## src/rtl/noc_flit_pkg.sv

```systemverilog
// ============================================================================
// Module   : noc_flit_pkg
// Brief    : Shared NoC flit format: width, type codes, header fields, parser states.
// Revision : 1.0  initial release
// ============================================================================
`default_nettype none

package noc_flit_pkg;

   localparam int FLIT_W = 34;

   localparam logic [1:0] FLIT_BODY    = 2'b00;
   localparam logic [1:0] FLIT_TAIL    = 2'b01;
   localparam logic [1:0] FLIT_HEADER  = 2'b10;
   localparam logic [1:0] FLIT_INVALID = 2'b11;

   localparam int HDR_RD_BIT   = 0;
   localparam int HDR_SRC_LSB  = 21;
   localparam int HDR_SRC_W    = 4;
   localparam int HDR_DEST_LSB = 25;
   localparam int HDR_DEST_W   = 4;
   localparam int HDR_VC_LSB   = 29;
   localparam int HDR_VC_W     = 3;

   typedef enum logic [1:0] {
      ST_IDLE = 2'd0,
      ST_BODY = 2'd1,
      ST_TAIL = 2'd2,
      ST_OUT  = 2'd3
   } parser_state_e;

   function automatic logic [1:0] flit_type(input logic [FLIT_W-1:0] flit);
      return flit[FLIT_W-1 -: 2];
   endfunction

endpackage

`default_nettype wire

```

## src/rtl/sna_flit_parser.sv

```systemverilog
// ============================================================================
// Module   : sna_flit_parser
// Brief    : Slave-adapter parser turning header/body/tail flits into one
//            AXI4-Lite style request. Optional macro SNA_DEST_CHECK_EN drops
//            packets whose header dest differs from LOCAL_ADDR.
// Revision : 1.0  initial release
// ============================================================================
`default_nettype none

module sna_flit_parser
   import noc_flit_pkg::*;
#(
   parameter logic [3:0] LOCAL_ADDR = 4'b0010
) (
   input  logic              clk,
   input  logic              rst,
   input  logic [FLIT_W-1:0] flit_in,
   input  logic              flit_valid,
   output logic              flit_ready,
   output logic              req_valid,
   input  logic              req_ready,
   output logic              req_write,
   output logic [31:0]       req_addr,
   output logic [31:0]       req_wdata,
   output logic [3:0]        req_src,
   output logic [2:0]        req_vc,
   output logic              err
);

   parser_state_e r_state;
   parser_state_e w_state_nxt;

   logic        r_drop;
   logic        r_write;
   logic [31:0] r_addr;
   logic [31:0] r_wdata;
   logic [3:0]  r_src;
   logic [2:0]  r_vc;
   logic        r_err;

   logic        w_accept;
   logic [1:0]  w_type;
   logic        w_hdr_write;
   logic        w_dest_match;
   logic        w_drop_hdr;
   logic        w_err;
   logic        w_cap_hdr;
   logic        w_cap_body;
   logic        w_cap_tail;

   assign flit_ready   = (r_state != ST_OUT);
   assign req_valid    = (r_state == ST_OUT);
   assign w_accept     = flit_valid && flit_ready;
   assign w_type       = flit_type(flit_in);
   assign w_hdr_write  = ~flit_in[HDR_RD_BIT];
   assign w_dest_match = (flit_in[HDR_DEST_LSB +: HDR_DEST_W] == LOCAL_ADDR);

`ifdef SNA_DEST_CHECK_EN
   logic w_unused;
   assign w_drop_hdr = ~w_dest_match;
   assign w_unused   = ^flit_in[20:1];
`else
   logic w_unused;
   assign w_drop_hdr = 1'b0;
   assign w_unused   = ^{flit_in[20:1], w_dest_match};
`endif

   always_ff @(posedge clk or posedge rst) begin
      if (rst) begin
         r_state <= ST_IDLE;
      end else begin
         r_state <= w_state_nxt;
      end
   end

   // Every accepted flit that does not fit the current state is an error and
   // sends the FSM back to IDLE; the offending flit is not reinterpreted.
   always_comb begin
      w_state_nxt = r_state;
      w_err       = 1'b0;
      w_cap_hdr   = 1'b0;
      w_cap_body  = 1'b0;
      w_cap_tail  = 1'b0;
      case (r_state)
         ST_IDLE: begin
            if (w_accept) begin
               if (w_type == FLIT_HEADER) begin
                  w_cap_hdr   = 1'b1;
                  w_state_nxt = w_hdr_write ? ST_BODY : ST_TAIL;
               end else begin
                  w_err = 1'b1;
               end
            end
         end
         ST_BODY: begin
            if (w_accept) begin
               if (w_type == FLIT_BODY) begin
                  w_cap_body  = 1'b1;
                  w_state_nxt = ST_TAIL;
               end else begin
                  w_err       = 1'b1;
                  w_state_nxt = ST_IDLE;
               end
            end
         end
         ST_TAIL: begin
            if (w_accept) begin
               if (w_type == FLIT_TAIL) begin
                  w_cap_tail  = 1'b1;
                  w_state_nxt = r_drop ? ST_IDLE : ST_OUT;
               end else begin
                  w_err       = 1'b1;
                  w_state_nxt = ST_IDLE;
               end
            end
         end
         ST_OUT: begin
            if (req_ready) begin
               w_state_nxt = ST_IDLE;
            end
         end
         default: w_state_nxt = ST_IDLE;
      endcase
   end

   // Dropped packets never touch the visible request fields.
   always_ff @(posedge clk or posedge rst) begin
      if (rst) begin
         r_drop  <= 1'b0;
         r_write <= 1'b0;
         r_addr  <= '0;
         r_wdata <= '0;
         r_src   <= '0;
         r_vc    <= '0;
         r_err   <= 1'b0;
      end else begin
         r_err <= w_err;
         if (w_cap_hdr) begin
            r_drop <= w_drop_hdr;
            if (!w_drop_hdr) begin
               r_write <= w_hdr_write;
               r_src   <= flit_in[HDR_SRC_LSB +: HDR_SRC_W];
               r_vc    <= flit_in[HDR_VC_LSB +: HDR_VC_W];
               r_addr  <= '0;
               r_wdata <= '0;
            end
         end
         if (w_cap_body && !r_drop) begin
            r_addr <= flit_in[31:0];
         end
         if (w_cap_tail && !r_drop) begin
            if (r_write) begin
               r_wdata <= flit_in[31:0];
            end else begin
               r_addr <= flit_in[31:0];
            end
         end
      end
   end

   assign req_write = r_write;
   assign req_addr  = r_addr;
   assign req_wdata = r_wdata;
   assign req_src   = r_src;
   assign req_vc    = r_vc;
   assign err       = r_err;

endmodule

`default_nettype wire

```

## config.mk

```make
export PLATFORM = sky130hd
export DESIGN_NAME = sna_flit_parser
export DESIGN_NICKNAME = d
export VERILOG_FILES = /design/src/rtl/noc_flit_pkg.sv /design/src/rtl/sna_flit_parser.sv
export SDC_FILE = /design/constraint.sdc
export NUM_CORES = 1
export LEC_CHECK = 0
export CORE_ASPECT_RATIO = 0.75
export CORE_MARGIN = 2
export CORE_UTILIZATION = 44
export DETAILED_ROUTE_END_ITERATION = 7
export GPL_TIMING_DRIVEN = 0
export PLACE_DENSITY = 0.89
export SETUP_SLACK_MARGIN = 0.5
export SLEW_MARGIN = 20
export SYNTH_ARGS = -nofsm -noshare
export SYNTH_HDL_FRONTEND = slang
export SYNTH_SLANG_ARGS = --single-unit
```

## constraint.sdc

```tcl
create_clock -name clk -period 2.4 [get_ports clk]
set_input_delay 0.24 -clock clk [delete_from_list [all_inputs] [get_ports clk]]
set_output_delay 0.24 -clock clk [all_outputs]
set_load 0.01 [all_outputs]
```

==> metrics.txt <==
Final min period=1.80 ns; Starting Density=44.8%; CP Capture Type=flop; DRT Wirelength=8230 um; flop2flop setup slack=0.60 ns; startpoint types=flop; clk_lat worst skew=0.35 ns; Avg Vias per Cell=5.34; DP HPWL=5820 um; number of I/O pins=113; CP required=2.63 ns; RSZ-0062 raised after global routing=false; Post-Syn Area=3000 um^2; Leakage=2.02 nW; number of cell rows=26; first-pass GRT wire length=12,700 um; final hold vios=0; Clock H-tree levels=3; switching share of power=32.6%; vias=2,593; Antenna Nets Post-Route=0; Detailed Routing Iterations Pass 1=4; commonest cells after routing, fill and taps aside=clkdlybuf4s50_1 (111), dfrtp_1 (74), nand2_1 (67); Final period util=74.9%; port bufs=112; top_reg_cell synth=dfrtp_1; layout cells sized above 1=14.4%; Reg2Reg Launch Point=r_state[0]; CTS tree=yes; Vert. Die Dim=75.5 um; worst reg2reg path depth=6; largest net degree at the start of global routing=30; sequential power share=39.3%; Worst Path Max Fanout=10; Syn Inst Count=266; P_sw=1.70 mW; number of antenna violations at the first check in global routing=0; dpl cells=464; filler-free cell count of the finished design=486; synth unique cells=26; clock power share=18.3%; Syn Area/Cell=11.3 um^2; critical path class=reg -> reg; CTS Buf Count=9; clk sinks=75; Final setup viols=0; Final Skew=0.00878 ns; layout net count=440; most common cell after layout, fill and taps aside=clkdlybuf4s50_1; R2R Path End=req_wdata[16]; Routed WL per cell=16.9 um; fin. max-slew vios=0; Root Buffer=clkbuf_8; initial DRC count=73; core area=6700 um^2; peak supply drop=0.584 mV; EDFF count, synth=0; yosys synthesis warning count=0; FMAX=0.556 GHz; Final Wtd Congestion=0.862; Syn-to-layout area delta=52.6%; setup TNS=0 ns; setup ws final=0.601 ns; Post-Syn Nets=309; CTS max path bufs=2; combinational power share=42.3%; Die Width=99.4 um; Slew HR=65.8%; CP Data Arrival Time=2.03 ns; grt ovf=0; DRC violations left=0; vias in the first global route=2,516; hold_buf cts=0; Post-synth ARST share=100%; diode count=0; Die Area=7500 um^2; pwr/cell area=1140 nW/um^2; Internal=3.51 mW; Post-Place Setup Slack=0.144 ns; Max-Cap Viols=0; Seq/Total Area, Yosys=62.6%; Synth Register Bits=75; Worst Max-Slew Pin Slew=0.512 ns; status=finished, final reports clean; Clock transition at path regs=0.08 ns; GRT Resource Usage Total=22.2%; Pwr Total=5.20 mW; Worst Hold Class=in -> async
[per-stage QoR]
stage	utilization [%]	instance area [um^2]	hold WS [ns]
2_1_floorplan	-	3000	0.352
5_1_grt	68.3	4580	0.307
3_3_place_gp	63.1	4230	0.482
4_1_cts	67.4	4510	0.276
3_5_place_dp	63.7	4270	0.484
6_report	68.3	4580	0.273
[worst max-delay path: stages, from the launching register on]
cell,delay (ns)
dfrtp_1,0.42
ha_2,0.24
nand2b_2,0.24
nor3_4,0.25
a31oi_4,0.09
clkbuf_4,0.23
a22o_1,0.21
[logic make-up after synthesis]
kind of cell | share of synthesized area (%)
flops | 62.6
compound gates | 16.9
simple gates | 11.1
mux | 4.05
fa+ha+maj | 2.09
buf+inv | 3.29
[worst max-delay path by stage]
stage / startpoint / to / depth (start not counted)
2_1_floorplan: r_state[0] / req_wdata[10] / 6
3_3_place_gp: flit_in[32] / req_addr[24] / 6
3_5_place_dp: flit_in[32] / req_addr[22] / 6
4_1_cts: r_state[0] / req_wdata[28] / 7
5_1_grt: r_state[0] / req_wdata[6] / 6
6_report: r_state[0] / req_wdata[16] / 6
[Yosys cell counts (2+ instances only)]
cell type | number | area [um^2]
nand3b_1 | 2 | 15.0
mux2i_1 | 2 | 20.0
a21oi_1 | 2 | 10.0
dfrtp_1 | 75 | 1880
inv_1 | 6 | 22.5
nand2b_1 | 3 | 18.8
clkbuf_1 | 3 | 11.3
o21ai_0 | 31 | 155
o21ai_1 | 3 | 15.0
buf_2 | 13 | 65.1
ha_1 | 5 | 62.6
nand2_1 | 67 | 251
a22o_1 | 32 | 280
mux2_2 | 9 | 101
nor2_1 | 2 | 7.51
[final cells by class]
type	count	area [um^2]
Inverter	6	26.3
Clock buffer	10	128
Tap cell	84	105
Sequential cell	75	1880
Fill cell	528	2120
Buffer	16	92.6
Timing Repair Buffer	120	1210
Clock inverter	6	65.1
Multi-Input combinational cell	169	1070
[sequential cells by signal, indices dropped and copies added (netlist names)]
signal and cells:
req_addr 32, req_wdata 32, req_src 4, req_vc 3
r_state 2, err 1, req_write 1
[layer usage]
layer | part of all wire, % | track usage (%) | vias to the layer above
met5 | 0 | 0 | -
met2 | 49 | 37.0 | 113
li1 | - | - | 1178
met4 | 1.6 | 6.70 | 0
met3 | 6.5 | 5.69 | 16
met1 | 43 | 29.4 | 1286
[power by group through the flow]
stage / Sequential (mW) / Clock, mW / Combinational [mW]
after floorplan: 2.25 / 0 / 0.658
after global placement: 2.04 / 0 / 2.04
after detailed placement: 2.06 / 0 / 2.13
after CTS: 2.04 / 0.978 / 2.16
after global routing: 2.11 / 1.03 / 2.37
final: 2.05 / 0.954 / 2.20
[what timing repair did]
item | 4_1_cts | 5_1_grt
gates resized for setup | 4 | 17
setup buffers | 4 | 2
pin swaps | 2 | 1
endpoints found under the setup margin | 69 | 66
gates cloned | 0 | 0
No activity file was read; power rests on OpenSTA's default activity.
